### config.mk
export PLATFORM = sky130hd
export DESIGN_NAME = tmds_decoder_flat
export DESIGN_NICKNAME = d
export VERILOG_FILES = /design/src/rtl/tmds_pkg.sv /design/src/rtl/tmds_decoder_if.sv /design/src/rtl/tmds_symbol_decode.sv /design/src/rtl/tmds_decoder.sv /design/src/flat_wrapper.sv
export SDC_FILE = /design/constraint.sdc
export NUM_CORES = 1
export LEC_CHECK = 0
export CORE_ASPECT_RATIO = 1.75
export CORE_MARGIN = 5
export CORE_UTILIZATION = 55
export DETAILED_ROUTE_END_ITERATION = 7
export HOLD_SLACK_MARGIN = 0.1
export PLACE_DENSITY = 0.83
export SYNTH_ARGS = -nofsm -noshare
export SYNTH_HDL_FRONTEND = slang
export SYNTH_SLANG_ARGS = --single-unit
### constraint.sdc
create_clock -name clk_pix -period 2.71 [get_ports clk_pix]
set_input_delay 0.271 -clock clk_pix [delete_from_list [all_inputs] [get_ports clk_pix]]
set_output_delay 0.271 -clock clk_pix [all_outputs]
set_load 0.02 [all_outputs]
### src/rtl/tmds_pkg.sv
`default_nettype none
// ============================================================================
//  Module      : tmds_pkg
//  Description : Shared TMDS definitions (symbol width, control tokens,
//                alignment FSM state type) used by encoder and decoder.
//  Revision    : 1.0 - initial release
// ============================================================================
package tmds_pkg;

    localparam int unsigned c_sym_w = 10;

    // Control tokens, bits 9..0, indexed by {C1,C0}
    localparam logic [c_sym_w-1:0] c_tok_c00 = 10'h354;
    localparam logic [c_sym_w-1:0] c_tok_c01 = 10'h0AB;
    localparam logic [c_sym_w-1:0] c_tok_c10 = 10'h154;
    localparam logic [c_sym_w-1:0] c_tok_c11 = 10'h2AB;

    typedef enum logic [1:0] {
        ST_SEARCH    = 2'd0,
        ST_SLIP_HOLD = 2'd1,
        ST_LOCKED    = 2'd2
    } align_state_t;

endpackage
`default_nettype wire

### src/rtl/tmds_decoder_if.sv
`default_nettype none
// ============================================================================
//  Module      : tmds_decoder_if
//  Description : Symbol input and decoded output bundle of the TMDS decoder.
//                master = symbol source / output consumer, slave = decoder.
//  Revision    : 1.0 - initial release
// ============================================================================
interface tmds_decoder_if;
    import tmds_pkg::*;

    logic [c_sym_w-1:0] tmds_in;
    logic [7:0]         data_out;
    logic [1:0]         ctrl_out;
    logic               de;
    logic               locked;
    logic               bitslip;

    modport master (
        output tmds_in,
        input  data_out, ctrl_out, de, locked, bitslip
    );

    modport slave (
        input  tmds_in,
        output data_out, ctrl_out, de, locked, bitslip
    );

endinterface
`default_nettype wire

### src/rtl/tmds_symbol_decode.sv
`default_nettype none
// ============================================================================
//  Module      : tmds_symbol_decode
//  Description : Purely combinational classification of one 10-bit TMDS
//                symbol into control token or data, plus data byte decode.
//  Revision    : 1.0 - initial release
// ============================================================================
module tmds_symbol_decode
    import tmds_pkg::*;
(
    input  logic [c_sym_w-1:0] i_sym,
    output logic               o_is_ctrl,
    output logic [1:0]         o_ctrl,
    output logic [7:0]         o_data
);

    logic [7:0] w_d;

    // Undo the optional inversion applied by the encoder
    assign w_d = i_sym[9] ? ~i_sym[7:0] : i_sym[7:0];

    // Token match and transition-minimised data recovery
    always_comb begin
        o_is_ctrl = 1'b1;
        o_ctrl    = 2'b00;
        case (i_sym)
            c_tok_c00: o_ctrl = 2'b00;
            c_tok_c01: o_ctrl = 2'b01;
            c_tok_c10: o_ctrl = 2'b10;
            c_tok_c11: o_ctrl = 2'b11;
            default:   o_is_ctrl = 1'b0;
        endcase

        o_data    = 8'h00;
        o_data[0] = w_d[0];
        for (int i = 1; i < 8; i++) begin
            o_data[i] = i_sym[8] ? (w_d[i] ^ w_d[i-1]) : ~(w_d[i] ^ w_d[i-1]);
        end
    end

endmodule
`default_nettype wire

### src/rtl/tmds_decoder.sv
`default_nettype none
// ============================================================================
//  Module      : tmds_decoder
//  Description : TMDS channel decoder with word-alignment FSM. Two-stage
//                pipeline (registered symbol, registered outputs); the FSM
//                works on the registered symbol and requests bitslips from
//                the deserializer until a run of control tokens is seen.
//  Revision    : 1.0 - initial release
// ============================================================================
module tmds_decoder
    import tmds_pkg::*;
#(
    parameter int unsigned CTRL_RUN  = 8,
    parameter int unsigned SLIP_WAIT = 16,
    parameter int unsigned TIMEOUT   = 4096
) (
    input  logic           clk_pix,
    input  logic           rst_pix,
    tmds_decoder_if.slave  bus
);

    localparam int unsigned c_run_w  = $clog2(CTRL_RUN) + 1;
    localparam int unsigned c_wait_w = $clog2(SLIP_WAIT) + 1;
    localparam int unsigned c_tmo_w  = $clog2(TIMEOUT) + 1;

    // Terminal values: the counter holds the count of symbols already seen,
    // so the current symbol is the last one when the counter equals N-1.
    localparam logic [c_run_w-1:0]  c_run_last  = c_run_w'(CTRL_RUN - 1);
    localparam logic [c_wait_w-1:0] c_wait_last = c_wait_w'(SLIP_WAIT - 1);
    localparam logic [c_tmo_w-1:0]  c_tmo_last  = c_tmo_w'(TIMEOUT - 1);

    logic [c_sym_w-1:0]  r_sym;
    logic                r_vld;
    logic                w_is_ctrl;
    logic [1:0]          w_ctrl;
    logic [7:0]          w_data;

    align_state_t        r_state;
    align_state_t        w_state_nxt;
    logic                w_slip;

    logic [c_run_w-1:0]  r_run;
    logic [c_tmo_w-1:0]  r_timer;
    logic [c_tmo_w-1:0]  r_gap;
    logic [c_wait_w-1:0] r_hold;

    logic [7:0]          r_data;
    logic [1:0]          r_ctrl;
    logic                r_de;
    logic                r_bitslip;

    // Stage 1: capture the incoming symbol; r_vld masks the reset value
    always_ff @(posedge clk_pix or posedge rst_pix) begin
        if (rst_pix) begin
            r_sym <= '0;
            r_vld <= 1'b0;
        end else begin
            r_sym <= bus.tmds_in;
            r_vld <= 1'b1;
        end
    end

    tmds_symbol_decode u_sym_dec (
        .i_sym     (r_sym),
        .o_is_ctrl (w_is_ctrl),
        .o_ctrl    (w_ctrl),
        .o_data    (w_data)
    );

    // Alignment state register
    always_ff @(posedge clk_pix or posedge rst_pix) begin
        if (rst_pix) begin
            r_state <= ST_SEARCH;
        end else begin
            r_state <= w_state_nxt;
        end
    end

    // Next state; completing a run wins over a coincident search timeout
    always_comb begin
        w_state_nxt = r_state;
        w_slip      = 1'b0;
        if (r_vld) begin
            case (r_state)
                ST_SEARCH: begin
                    if (w_is_ctrl && (r_run == c_run_last)) begin
                        w_state_nxt = ST_LOCKED;
                    end else if (r_timer == c_tmo_last) begin
                        w_state_nxt = ST_SLIP_HOLD;
                        w_slip      = 1'b1;
                    end
                end
                ST_SLIP_HOLD: begin
                    if (r_hold == c_wait_last) begin
                        w_state_nxt = ST_SEARCH;
                    end
                end
                ST_LOCKED: begin
                    if (!w_is_ctrl && (r_gap == c_tmo_last)) begin
                        w_state_nxt = ST_SEARCH;
                    end
                end
                default: w_state_nxt = ST_SEARCH;
            endcase
        end
    end

    // Saturating counters; every state change starts the new state from zero
    always_ff @(posedge clk_pix or posedge rst_pix) begin
        if (rst_pix) begin
            r_run   <= '0;
            r_timer <= '0;
            r_gap   <= '0;
            r_hold  <= '0;
        end else if (r_vld) begin
            if (w_state_nxt != r_state) begin
                r_run   <= '0;
                r_timer <= '0;
                r_gap   <= '0;
                r_hold  <= '0;
            end else begin
                case (r_state)
                    ST_SEARCH: begin
                        if (r_timer != '1) r_timer <= r_timer + 1'b1;
                        if (!w_is_ctrl)      r_run <= '0;
                        else if (r_run != '1) r_run <= r_run + 1'b1;
                    end
                    ST_SLIP_HOLD: begin
                        if (r_hold != '1) r_hold <= r_hold + 1'b1;
                    end
                    ST_LOCKED: begin
                        if (w_is_ctrl)        r_gap <= '0;
                        else if (r_gap != '1) r_gap <= r_gap + 1'b1;
                    end
                    default: ;
                endcase
            end
        end
    end

    // Stage 2: decoded outputs; de follows the lock state that this symbol produces
    always_ff @(posedge clk_pix or posedge rst_pix) begin
        if (rst_pix) begin
            r_data    <= '0;
            r_ctrl    <= '0;
            r_de      <= 1'b0;
            r_bitslip <= 1'b0;
        end else begin
            r_bitslip <= w_slip;
            if (r_vld) begin
                if (w_is_ctrl) begin
                    r_ctrl <= w_ctrl;
                    r_de   <= 1'b0;
                end else begin
                    r_data <= w_data;
                    r_de   <= (w_state_nxt == ST_LOCKED);
                end
            end
        end
    end

    assign bus.data_out = r_data;
    assign bus.ctrl_out = r_ctrl;
    assign bus.de       = r_de;
    assign bus.locked   = (r_state == ST_LOCKED);
    assign bus.bitslip  = r_bitslip;

endmodule
`default_nettype wire

### src/flat_wrapper.sv
// flat-port wrapper written by rule: the top's interface ports become plain ports
module tmds_decoder_flat import tmds_pkg::*;
#(
    parameter int unsigned CTRL_RUN  = 8,
    parameter int unsigned SLIP_WAIT = 16,
    parameter int unsigned TIMEOUT   = 4096
)
  (clk_pix, rst_pix, bus_tmds_in, bus_data_out, bus_ctrl_out, bus_de, bus_locked, bus_bitslip);
  tmds_decoder_if bus_i ();
  input  logic clk_pix;
  input  logic rst_pix;
  input wire logic [$bits(bus_i.tmds_in)-1:0] bus_tmds_in;
  output wire logic [$bits(bus_i.data_out)-1:0] bus_data_out;
  output wire logic [$bits(bus_i.ctrl_out)-1:0] bus_ctrl_out;
  output wire logic [$bits(bus_i.de)-1:0] bus_de;
  output wire logic [$bits(bus_i.locked)-1:0] bus_locked;
  output wire logic [$bits(bus_i.bitslip)-1:0] bus_bitslip;
  assign bus_i.tmds_in = bus_tmds_in;
  assign bus_data_out = bus_i.data_out;
  assign bus_ctrl_out = bus_i.ctrl_out;
  assign bus_de = bus_i.de;
  assign bus_locked = bus_i.locked;
  assign bus_bitslip = bus_i.bitslip;
  tmds_decoder #(.CTRL_RUN(CTRL_RUN), .SLIP_WAIT(SLIP_WAIT), .TIMEOUT(TIMEOUT)) u_core (.clk_pix(clk_pix), .rst_pix(rst_pix), .bus(bus_i));
endmodule
Yosys cells after proc, flatten, opt, wreduce, memory -nomap -nowiden

Index checks and enable logic that the tools add are counted.

Register bits: 60
Bits of input ports: 12
Output and inout port bits: 13
Logic and storage cells: 100

Add/sub/neg operators: 4
Eq/ne operators: 17
Muxes and demuxes: 35
Bitwise operators: 16
Reduce and logical (&&, ||, !) cells: 17

Operator list:

| operator                                        | number |
|---|---|
| two-way mux 13 bit                              | 7 |
| adder 13 x 1 -> 13 bit, second input constant   | 2 |
| == test 13 x 12 -> 1 bit, second input constant | 2 |
| != test 13 bit, second input constant           | 2 |
| == test 10 bit, second input constant           | 2 |
| two-way mux 4 bit                               | 4 |
| two-way mux 5 bit                               | 3 |
| two-way mux 1 bit                               | 13 |
| case mux 2 bit (3 select lines)                 | 2 |
| AND reduction 3 bit                             | 4 |
| == test 10 x 8 -> 1 bit, second input constant  | 1 |
| == test 10 x 9 -> 1 bit, second input constant  | 1 |
| two-way mux 2 bit                               | 5 |
| nonzero test 2 bit                              | 5 |
| two-way mux 8 bit                               | 1 |
| inverter 1 bit                                  | 8 |
| inverter 8 bit                                  | 1 |
| XOR 1 bit                                       | 7 |
| adder 5 x 1 -> 5 bit, second input constant     | 1 |
| == test 5 x 4 -> 1 bit, second input constant   | 1 |
| != test 5 bit, second input constant            | 1 |
| adder 4 x 1 -> 4 bit, second input constant     | 1 |
| == test 2 bit, second input constant            | 2 |
| == test 4 x 3 -> 1 bit, second input constant   | 1 |
| other kinds (10)                                | 12 |

Depth between registers and ports, before layout

Gate-level depths: netlist (run 1).

Word-level depth: 11
Mapped depth: 10
Gate-level depth less buffers: 8

Hierarchy

A second synthesis (run 1) with hierarchy kept.

Cell total of the unflattened synthesis: 313
Area total of the unflattened synthesis: 3215.6 um^2

Modules (own cells, without submodules):

| module             | times used | cells each | area each (um^2) | sequential area each (um^2) |
|---|---|---|---|---|
| tmds_decoder       | 1          | 278        | 2936.6           | 1501.4 |
| tmds_symbol_decode | 1          | 35         | 279.0            | 0.0 |

Least setup slack after synthesis (run 1)

Ideal clock, no wire load.

Path type: flip-flop to flip-flop
Start: register u_core.r_hold[0]
End: register u_core.r_timer[4]
Library setup time: 0.068 ns
Data arrival time: 2.095 ns
Data required time: 2.642 ns
Setup slack: 0.547 ns
Stages on the path, launching flop included: 9
Buffers on the path: 0
Clock period less this slack: 2.163 ns
Cell sequence: dfrtp_1 ha_1 and3_1 ha_1 nor2_1 nor2_1 a221o_2 or4_1 nand2_1

Longest elaborated chain between the ends: 7
Elaborated cells between the ends (all ways): 9
Those cells by class: eq/ne (2); mux (4); reduce/logical (3)

Ends and longest elaborated chain:

| element                           | RTL line            | source |
|---|---|---|
| from (decl)                       | tmds_decoder.sv:45  | `logic [c_wait_w-1:0] r_hold;` |
| from (signal assigned)            | tmds_decoder.sv:129 | `if (r_hold != '1) r_hold <= r_hold + 1'b1;` |
| == test 5 x 4 -> 1 bit *          | tmds_decoder.sv:94  | `if (r_hold == c_wait_last) begin` |
| two-way mux 2 bit *               | tmds_decoder.sv:94  |  |
| case mux 2 bit (3 select lines) * | tmds_decoder.sv:84  | `case (r_state)` |
| two-way mux 2 bit *               | tmds_decoder.sv:83  | `if (r_vld) begin` |
| != test 2 bit *                   | tmds_decoder.sv:116 | `if (w_state_nxt != r_state) begin` |
| nonzero test 2 bit (no line)      | --                  |  |
| AND reduction 3 bit (no line)     | --                  |  |
| to (signal assigned)              | tmds_decoder.sv:124 | `if (r_timer != '1) r_timer <= r_timer + 1'b1;` |
| to (decl)                         | tmds_decoder.sv:43  | `logic [c_tmo_w-1:0] r_timer;` |

Every way passes the cells marked *; elsewhere a longest branch is shown, timed or not.
A chain may end at the register's enable or synchronous reset.

Final worst setup path (run 1)

Start: register u_core.r_sym[4]
End: register u_core.r_run[2]

Longest elaborated chain between the ends: 11
Elaborated cells between the ends (all ways): 20
Those cells by class: eq/ne (6); mux (8); reduce/logical (6)

Ends and longest elaborated chain:

| element                                                              | RTL line                 | source |
|---|---|---|
| from (decl)                                                          | tmds_decoder.sv:32       | `logic [c_sym_w-1:0] r_sym;` |
| from (signal assigned)                                               | tmds_decoder.sv:58       | `r_sym <= bus.tmds_in;` |
| == test 10 bit, or another cell as far along                         | tmds_symbol_decode.sv:26 | `case (i_sym)` |
| OR reduction 4 bit (no line) *                                       | --                       |  |
| two-way mux 1 bit *                                                  | tmds_symbol_decode.sv:26 |  |
| logical NOT 1 bit                                                    | tmds_decoder.sv:99       | `if (!w_is_ctrl && (r_gap == c_tmo_last)) begin` |
| logical AND 1 bit                                                    | tmds_decoder.sv:99       |  |
| two-way mux 2 bit                                                    | tmds_decoder.sv:99       |  |
| case mux 2 bit (3 select lines)                                      | tmds_decoder.sv:84       |  |
| two-way mux 2 bit                                                    | tmds_decoder.sv:83       |  |
| != test 2 bit                                                        | tmds_decoder.sv:116      |  |
| != test 3 bit (no line) / nonzero test 2 bit (equally long branches) | --                       |  |
| AND reduction 3 bit (no line)                                        | --                       |  |
| to (signal assigned)                                                 | tmds_decoder.sv:126      | `else if (r_run != '1) r_run <= r_run + 1'b1;` |
| to (decl)                                                            | tmds_decoder.sv:42       | `logic [c_run_w-1:0] r_run;` |

Every way passes the cells marked *; elsewhere a longest branch is shown, timed or not. The select of a mux whose other input is x is not followed.

==> results of run 1 <==
-- cells in the mapped netlist (3+ instances only) --
cell	count
a21oi_1	16
a31oi_1	4
a41oi_1	4
and3_1	9
and4_2	3
buf_6	3
clkbuf_1	5
dfrtp_1	60
ha_1	14
inv_1	14
mux2i_1	3
nand2_1	34
nand3_1	14
nand4_1	9
nor2_1	36
nor3_1	4
o2111ai_1	7
o21ai_0	22
or3_1	4
or4_1	8
xnor2_1	12
xor2_1	5
-- layout make-up --
type	instances	area, um2
Clock buffer	14	173
Clock inverter	1	30.0
Fill cell	476	1930
Inverter	14	52.6
Multi-Input combinational cell	238	1500
Sequential cell	60	1500
Tap cell	76	95.1
Timing Repair Buffer	33	308
-- worst max-delay path: cells and delay by family, from the launching register on --
kind                     cells  cell delay [ps]
flip-flops                   1              400
buffers and inverters        1               80
adder cells (fa/ha/maj)      1              160
AND/OR/NAND/NOR              4             1070
AO/OA/AOI/OAI                2              600
-- routing by layer --
layer | vias to the layer above | global-route usage, %
met5 | - | 0
met4 | 0 | 11.0
met3 | 21 | 5.48
met2 | 74 | 39.8
met1 | 1305 | 23.5
li1 | 1249 | -
-- per-stage QoR --
step,utilization [%],cell area [um2],std cells,hold slack (ps)
6_report,65.5,3660,436,302
5_1_grt,65.5,3660,436,347
4_1_cts,65.5,3660,436,316
3_5_place_dp,61.9,3450,421,470
3_3_place_gp,61.9,3450,421,465
2_1_floorplan,-,3150,327,302
-- flip-flops by register name, summed over array words and instances, names as in the netlist --
| register | count |
|---|---|
| u_core.r_vld | 1 |
| u_core.r_timer | 13 |
| u_core.r_state | 2 |
| u_core.r_hold | 5 |
| u_core.bus.de | 1 |
| u_core.bus.data_out | 8 |
| u_core.bus.ctrl_out | 2 |
| u_core.r_run | 4 |
| u_core.r_sym | 10 |
| u_core.bus.bitslip | 1 |
| u_core.r_gap | 13 |
-- worst max path at each step --
stage          cells past startpoint              from           endpoint
3_3_place_gp                       7   u_core.r_gap[0]  u_core.r_timer[5]
2_1_floorplan                      8  u_core.r_hold[0]  u_core.r_timer[4]
3_5_place_dp                       7   u_core.r_gap[0]  u_core.r_timer[4]
5_1_grt                            8   u_core.r_sym[4]    u_core.r_run[2]
4_1_cts                            8   u_core.r_sym[4]  u_core.r_timer[4]
6_report                           8   u_core.r_sym[4]    u_core.r_run[2]
-- report_power, final --
| group | leakage [nW] | total (mW) | internal, mW | switching [mW] |
|---|---|---|---|---|
| Combinational | 0.755 | 0.239 | 0.109 | 0.130 |
| Clock | 0.103 | 0.818 | 0.496 | 0.323 |
| Sequential | 0.789 | 1.02 | 0.958 | 0.0635 |
-- cells by family after synthesis --
group,Yosys count,synth area share (%)
DFF,60,47.6
other,1,0.119
xor gates and xnor gates,17,4.72
buffers and inverters,29,4.88
adders and majority gates,14,5.56
muxes,3,0.952
AOI/OAI and AO/OA,70,14.6
and+or+nand+nor,133,21.5
==> run summary, run 1 <==
Clock Skew: 14.2 ps
Initial antenna violation count: 0
Max incr delay on CP: 400 ps
Detailed-route via count: 2649
GRT overflow: 0
H-tree lvl count: 3
First-pass GRT wire length: 12300 um
Worst-path clk slew: 70 ps
Vias in the first global route: 2738
Gpl congestion: 0.869
Cell-by-cell trace of the critical path: inv_1 -> ha_1 -> nand4_1 -> nor2_1 -> o21ai_0 -> nand3_1 -> nand2_2 -> a211oi_1
Setup WS pre-CTS: 363 ps
Final count of hold timing violations: 0
Worst Tran Pin Value: 570 ps
Clock tree sinks: 60
Synth Warn #: 0
Resize count post-CTS: 0
Crit Path Class: flip-flop to flip-flop
Final Cycle Share: 88.8%
Clock tree buffer depth: 2
Max-cap violation count: 0
Net count after synthesis: 353
Drt via density: 6.08
Area share of the largest cell type after synthesis: 47.6%
PnR Total Power: 2.08 mW
PortBufs: 24
IO Count: 25
Commonest non-fill, non-tap cells in the layout: dfrtp_1 (60), nor2_1 (36), nand2_1 (34)
Maximum vdd drop: 0.000487 V
Met1 WL: 2690 um
Run status: completed
Reg-to-reg startpoint: u_core.r_sym[4]
First DRT Iteration DRCs: 209
CTS tree: yes
Die area: 7410 um2
Hold Buf Count CTS: 0
WL met3: 320 um
Syn Inst Count: 327
Setup Buffers After CTS: 0
Antenna diodes: 0
Worst Reg2Reg Path Length in Cells: 8
Synth Area per Inst: 9.64 um2
Post-synth EDFFs: 0
Commonest non-fill, non-tap cell in the layout: dfrtp_1
CP arrival: 2660 ps
Total CTS buffers: 9
Die width: 67.2 um
Crit end category: flip-flop
Area delta synth->final: 16.0%
Largest net degree at the start of global routing: 28
Pleak: 1.65 nW
Relative slew margins: 61.9%
Unique masters post-synth: 52
TritonRoute pass-1 iters: 4
Root Buffer: clkbuf_8
Synth top area cells: dfrtp_1 (48%), ha_1 (5.6%), nor2_1 (4.3%)
Wire length per cell: 16.5 um
Reg-to-reg endpoint: u_core.r_run[2]
Total Routed Length: 7170 um
Worst R2R Setup Slack: 300 ps
Routed length on met2: 3920 um
Unrepaired setup endpoints after global routing: no
Fin crit period: 2410 ps
Maximum fanout along the worst path: 26
Finish-stage setup viols: 0
Nets@finish: 382
Clk Latency, worst-skew pair: 350 ps
Setup slack after layout: 303 ps
Number of cell rows: 36
Ys async rst share: 100%
GRT Total Usage: 22.2%
Highest Signal Layer: met4
Mapped cell area: 3150 um2
Pwr Density: 568 nW/um2
Startpoint types: flip-flop
Fmax: 0.416 GHz
Antenna Nets Post-Route: 0
Setup TNS: 0 ps
Yosys reg bits: 60
Crit path max-delay cell type: dfrtp_1
Area leader, netlist: dfrtp_1
Max-slew violation count: 0
Post-synth top flop: dfrtp_1
CP required: 2960 ps
Initial Util: 56.5%
DRC Markers: 0
DP Wirelength: 4890 um
Die Y: 110 um
Layout cells sized above 1: 9.44%
Sequential area share after synthesis: 47.6%
Hold crit path type: input pin to asynchronous set/reset pin
Core box area: 5590 um2
Power figures use the tool's default switching activity.
==> run 2, diff against run 1 <==
--- a/config.mk
+++ b/config.mk
@@ -7,10 +7,10 @@
 export LEC_CHECK = 0
 export CORE_ASPECT_RATIO = 1.75
 export CORE_MARGIN = 5
-export CORE_UTILIZATION = 55
+export CORE_UTILIZATION = 45
 export DETAILED_ROUTE_END_ITERATION = 7
 export HOLD_SLACK_MARGIN = 0.1
-export PLACE_DENSITY = 0.83
+export PLACE_DENSITY = 0.71
 export SYNTH_ARGS = -nofsm -noshare
 export SYNTH_HDL_FRONTEND = slang
 export SYNTH_SLANG_ARGS = --single-unit
==> run 2 against run 1 <==
- non-clock buffer count up 2
- wire length decreased by 6.9%
- largest power group is now the clock network
- power grew 18%
- sequential cell count unchanged
- sequential power barely moved
==> run summary, run 2 (synthesis results as in run 1) <==
Run status: completed
Max-cap violation count: 0 (unchanged)
DP Wirelength: 4720 um (-3.4%)
Fillers: 574 (+21%)
Fmax: 0.417 GHz (+0.40%)
Final count of hold timing violations: 0 (unchanged)
Cells on Worst Hold Path: 1
TritonRoute pass-1 iters: 4 (unchanged)
Hold crit path type: input pin to flip-flop
Hold slack: 387 ps (+85.1 ps)
Unrepaired setup endpoints after global routing: no
Die width: 73.3 um (+9.0%)
Final Cycle Share: 88.4% (-0.35 points)
Worst Reg2Reg Path Length in Cells: 9 (+1)
Worst R2R Setup Slack: 310 ps (about the same)
PortBufs: 24 (unchanged)
Hold Buf Count CTS: 0 (unchanged)
Initial antenna violation count: 0 (unchanged)
Startpoint types: flip-flop
IO Count: 25 (unchanged)
Vias in the first global route: 2561 (-6.5%)
Commonest non-fill, non-tap cells in the layout: dfrtp_1 (60), nor2_1 (36), nand2_1 (34)
PnR Total Power: 2.46 mW (+18%)
Non-Filler Instances: 446 (+2.3%)
Maximum fanout along the worst path: 17 (-35%)
Wire length per cell: 15.0 um (-9.0%)
H-tree lvl count: 3 (unchanged)
Final instance area: 3800 um2 (+4.0%)
Antenna Nets Post-Route: 0 (unchanged)
Antenna diodes: 0 (unchanged)
GRT Total Usage: 16.9% (-5.3 points)
CP arrival: 2620 ps (-40 ps)
Detailed-route via count: 2550 (-3.7%)
Total CTS buffers: 9 (unchanged)
First DRT Iteration DRCs: 117 (-44%)
Pleak: 1.71 nW (+4.0%)
Max-slew violation count: 0 (unchanged)
Maximum vdd drop: 0.000534 V (+9.7%)
Placed cell area: 3480 um2 (+0.72%)
Reg-to-reg endpoint: u_core.r_run[2]
Clock Skew: 7.03 ps (-7.13 ps)
GRT overflow: 0 (unchanged)
Worst-path clk slew: 50 ps (-20 ps)
Resize count post-CTS: 0 (unchanged)
Initial Util: 46.0% (-10 points)
Top Registers: u_core.r_gap (13), u_core.r_timer (13), u_core.r_sym (10)
Largest net degree at the start of global routing: 61 (+120%)
Core box area: 6860 um2 (+23%)
Worst Tran Pin Value: 740 ps (+170 ps)
Total Routed Length: 6680 um (-6.9%)
First-pass GRT wire length: 11500 um (-6.4%)
Finish-stage setup viols: 0 (unchanged)
Hold Crit Start: bus_tmds_in[4]
Pwr Density: 647 nW/um2 (+14%)
DRC Markers: 0 (unchanged)
Area delta synth->final: 20.7%
Die Y: 121 um (+9.6%)
Gpl congestion: 0.832 (-4.2%)
Die area: 8850 um2 (+19%)
Number of cell rows: 40 (+11%)
Crit Path Class: flip-flop to flip-flop
Setup Buffers After CTS: 0 (unchanged)
Hold Path Sink: u_core.r_sym[4]
Drt via density: 5.72 (-5.9%)
Setup TNS: 0 ps (unchanged)
Root Buffer: clkbuf_16
Layout cells sized above 1: 10.5% (+1.1 points)
CP required: 2930 ps (-30 ps)
Commonest non-fill, non-tap cell in the layout: dfrtp_1
Clk Latency, worst-skew pair: 320 ps (-30 ps)
Reg-to-reg startpoint: u_core.r_hold[0]
Placed cells: 431 (+2.4%)
Fin crit period: 2400 ps (-9.60 ps)
CTS tree: yes
Nets@finish: 384 (+0.52%)
Clock tree sinks: 60 (unchanged)
Clock tree buffer depth: 2 (unchanged)
Relative slew margins: 50.7% (-11 points)
Crit end category: flip-flop
run 2: worst max path at each step:
| stage | start | to | depth (start not counted) |
|---|---|---|---|
| after floorplan | u_core.r_hold[0] | u_core.r_timer[4] | 8 |
| after global placement | u_core.r_hold[0] | u_core.r_timer[10] | 8 |
| after detailed placement | u_core.r_hold[0] | u_core.r_run[2] | 9 |
| after CTS | u_core.r_hold[0] | u_core.r_run[2] | 9 |
| after global routing | u_core.r_sym[2] | u_core.r_run[2] | 9 |
| final | u_core.r_hold[0] | u_core.r_run[2] | 9 |
run 2: final cells by class:
cell class,count,area (um2),area share [%]
Sequential cell,60,1500,39.5
Clock inverter,4,72.6,1.91
Tap cell,84,105,2.76
Timing Repair Buffer,35,323,8.48
Multi-Input combinational cell,238,1500,39.4
Inverter,14,52.6,1.38
Clock buffer,11,253,6.64
run 2: metrics by stage:
step / worst slack [ps] / utilization, %
6_report: 313 / 55.5
5_1_grt: 115 / 55.5
4_1_cts: 294 / 55.5
3_5_place_dp: 299 / 50.7
3_3_place_gp: 416 / 50.7
2_1_floorplan: 547 / -
run 2: per-layer routing:
layer | vias up | GRT usage (%) | part of all wire, %
met5 | - | 0 | 0
met4 | 0 | 7.62 | 2.6
met3 | 14 | 5.24 | 4.3
met2 | 56 | 29.0 | 54
met1 | 1235 | 18.4 | 39
li1 | 1245 | - | -
run 2: critical path, stage by stage, from the launching register on:
cell,delay (ps)
dfrtp_1,400
ha_1,230
and3_1,210
ha_1,190
nor2_1,90
nor2_1,80
a221oi_2,330
nand2_2,290
buf_4,250
a211oi_1,220
run 2: where the power goes:
part           switching (mW)  internal, mW
registers              0.0604         0.960
clock network           0.368         0.846
logic                   0.120         0.109
total                   0.548          1.91
==> run 3, diff against run 2 <==
--- a/config.mk
+++ b/config.mk
@@ -5,9 +5,11 @@
 export SDC_FILE = /design/constraint.sdc
 export NUM_CORES = 1
 export LEC_CHECK = 0
+export ABC_AREA = 1
 export CORE_ASPECT_RATIO = 1.75
 export CORE_MARGIN = 5
 export CORE_UTILIZATION = 45
+export CTS_CLUSTER_DIAMETER = 100
 export DETAILED_ROUTE_END_ITERATION = 7
 export HOLD_SLACK_MARGIN = 0.1
 export PLACE_DENSITY = 0.71
==> run 3 against run 2 <==
- global-route usage increased by 0.12 points
- sequential share of layout area down 2.3 points
- sequential power about the same
- worst hold slack worse by 16 ps
- worst setup slack improved by 140 ps
- combinational power rose by 51%
- cell area up 6.1%
- non-clock buffer count fell by 5
- wire length is 8.2% higher
- die area grew 7.5%
==> run summary, run 3 <==
Run status: completed
DRC Markers: 0 (unchanged)
Core box area: 7510 um2 (+9.6%)
Layout cells sized above 1: 8.24% (-2.3 points)
Total Routed Length: 7220 um (+8.2%)
Fin crit period: 2250 ps (-143 ps)
Number of cell rows: 42 (+5.0%)
Net count after synthesis: 433 (+23%)
Setup Buffers After CTS: 0 (unchanged)
Die area: 9510 um2 (+7.5%)
Initial antenna violation count: 0 (unchanged)
Pleak: 1.97 nW (+15%)
Cell mode on critical path: inv_1
Worst-path clk slew: 50 ps (about the same)
Crit end category: flip-flop
Area delta synth->final: 18.1%
PortBufs: 24 (unchanged)
Fillers: 680 (+18%)
Total CTS buffers: 9 (unchanged)
CTS tree: yes
Top cells by count, synth: nand2_1 (85), dfrtp_1 (60), inv_1 (43)
Root Buffer: clkbuf_16
Max-cap violation count: 0 (unchanged)
GRT overflow: 0 (unchanged)
Maximum vdd drop: 0.000644 V (+21%)
Final Cycle Share: 83.2% (-5.3 points)
Most common cell in the netlist: nand2_1
Setup TNS: 0 ps (unchanged)
Switching pwr: 669 uW (+22%)
Hold Buf Count CTS: 0 (unchanged)
Cell-by-cell trace of the critical path: nand3_1 -> nor2_2 -> inv_1 -> nand2_4 -> nand3_2 -> nand4_1 -> nand2_2 -> nor2_8 -> buf_12 -> inv_1 -> a21oi_1
Max incr delay on CP: 610 ps (+210 ps)
Commonest non-fill, non-tap cell in the layout: nand2_1
First-pass GRT wire length: 12600 um (+9.0%)
Post-synth EDFFs: 0 (unchanged)
CP arrival: 2510 ps (-110 ps)
Initial Util: 45.5% (-0.50 points)
Ys async rst share: 100% (unchanged)
Yosys reg bits: 60 (unchanged)
Die Y: 125 um (+3.8%)
Pwr Density: 632 nW/um2 (-2.3%)
Clock tree sinks: 60 (unchanged)
Clock Skew: 6.94 ps (-0.0894 ps)
Combinational share of power: 13.5% (+4.2 points)
First DRT Iteration DRCs: 204 (+74%)
Hold crit path type: input pin to asynchronous set/reset pin
Buf+Inv Stages, Crit Path: 3 (+2)
Clock tree buffer depth: 2 (unchanged)
Antenna diodes: 0 (unchanged)
Fmax: 0.444 GHz (+6.3%)
Worst Tran Pin Value: 701 ps (-39.6 ps)
Nets@finish: 458 (+19%)
Final count of hold timing violations: 0 (unchanged)
Syn Inst Count: 407 (+24%)
Largest net degree at the start of global routing: 64 (+4.9%)
Max-slew violation count: 0 (unchanged)
Relative slew margins: 53.2% (+2.6 points)
Startpoint types: flip-flop
GRT Total Usage: 17.0% (+0.12 points)
Mapped cell area: 3420 um2 (+8.4%)
Layout Utilization: 53.7% (-1.8 points)
H-tree lvl count: 3 (unchanged)
Clk pwr share: 47.6% (-1.7 points)
Antenna Nets Post-Route: 0 (unchanged)
Commonest non-fill, non-tap cells in the layout: nand2_1 (85), dfrtp_1 (60), inv_1 (42)
Synth Warn #: 0 (unchanged)
Resize count post-CTS: 0 (unchanged)
Area leader, netlist: dfrtp_1
Int Pwr: 1.88 mW (-1.6%)
Die width: 75.9 um (+3.6%)
Switching Share: 26.2% (+3.9 points)
Detailed-route via count: 2811 (+10%)
Crit Path Class: flip-flop to flip-flop
Sequential area share after synthesis: 43.9% (-3.7 points)
CP required: 2960 ps (+30 ps)
Unique masters post-synth: 31 (-40%)
Clk Latency, worst-skew pair: 330 ps (about the same)
Wire length per cell: 13.8 um (-8.1%)
Gpl congestion: 0.856 (+2.9%)
Synth Area per Inst: 8.40 um2 (-13%)
CP delay by family, top: simple AND/OR/NAND/NOR gates
Finish-stage setup viols: 0 (unchanged)
Area share of the largest cell type after synthesis: 43.9% (-3.7 points)
Unrepaired setup endpoints after global routing: no
DP Wirelength: 5040 um (+6.7%)
Vias in the first global route: 2907 (+14%)
IO Count: 25 (unchanged)
Drt via density: 5.35 (-6.4%)
Crit path max-delay cell type: dfrtp_1
Maximum fanout along the worst path: 63 (+46)
Flop pwr share: 38.9% (-2.5 points)
TritonRoute pass-1 iters: 4 (unchanged)
Post-synth top flop: dfrtp_1
Top Registers: u_core.r_gap (13), u_core.r_timer (13), u_core.r_sym (10)
Synth top area cells: dfrtp_1 (44%), nand2_1 (9.3%), nand3_1 (6.0%)
==> run 3: changes by cell type after synthesis, moves of 13 or more <==
cell,change
o211ai_1,+15
nand3_1,+27
inv_1,+29
xor2_1,+13
nand2_1,+51
==> run 3: final cells by class <==
| class | count | area [um2] | share of cell area, % |
|---|---|---|---|
| multi-input cells | 284 | 1620 | 40.2 |
| well taps | 88 | 110 | 2.73 |
| inverters | 47 | 176 | 4.37 |
| clock inverters | 6 | 88.8 | 2.20 |
| repair buffers | 30 | 310 | 7.69 |
| flip-flops and latches | 60 | 1500 | 37.2 |
| clock buffers | 10 | 229 | 5.67 |
==> run 3: worst paths after layout <==
path | from | depth (start not counted) | to | slack, ps
worst max-delay path | u_core.r_sym[8] | 11 | u_core.r_timer[12] | 460
worst min-delay path | rst_pix | 2 | u_core.r_timer[3] | 370
worst max register to register | u_core.r_sym[8] | 11 | u_core.r_timer[12] | 460
worst min register to register | u_core.bus.data_out[6] | 2 | u_core.bus.data_out[6] | 480
max in group asynchronous | rst_pix | 3 | u_core.r_gap[5] | 1750
min in group clk_pix | bus_tmds_in[6] | 1 | u_core.r_sym[6] | 380
==> run 3: through the flow <==
step	cells	total power [mW]	area, um2	setup slack (ps)	hold WS [ps]
floorplan	407	1.25	3420	836	302
global placement	509	1.34	3720	500	458
detailed placement	509	1.35	3720	445	464
CTS	525	2.57	4040	432	369
global route	525	2.66	4040	196	371
finish	525	2.55	4040	456	371
==> run 3: cells by family after synthesis <==
family / Yosys count / synth area share, %
xor+xnor: 33 / 8.46
flops: 60 / 43.9
compound gates: 32 / 5.93
fa+ha+maj: 14 / 5.12
other cells: 1 / 0.110
buf+inv: 63 / 8.64
simple gates: 204 / 27.8
==> run 3: power groups by stage <==
stage | registers (mW) | logic (mW) | clock network (mW)
floorplan | 1.02 | 0.229 | 0
global placement | 1.01 | 0.339 | 0
detailed placement | 1.01 | 0.345 | 0
CTS | 0.992 | 0.348 | 1.23
global route | 0.999 | 0.383 | 1.27
finish | 0.993 | 0.345 | 1.21
==> run 3: metal layers <==
metal / track usage [%] / wire (um) / vias to the layer above
li1: - / - / 1379
met1: 18.8 / 2780 / 1361
met2: 28.7 / 3990 / 54
met3: 4.10 / 238 / 17
met4: 8.86 / 213 / 0
met5: 0 / 0 / -
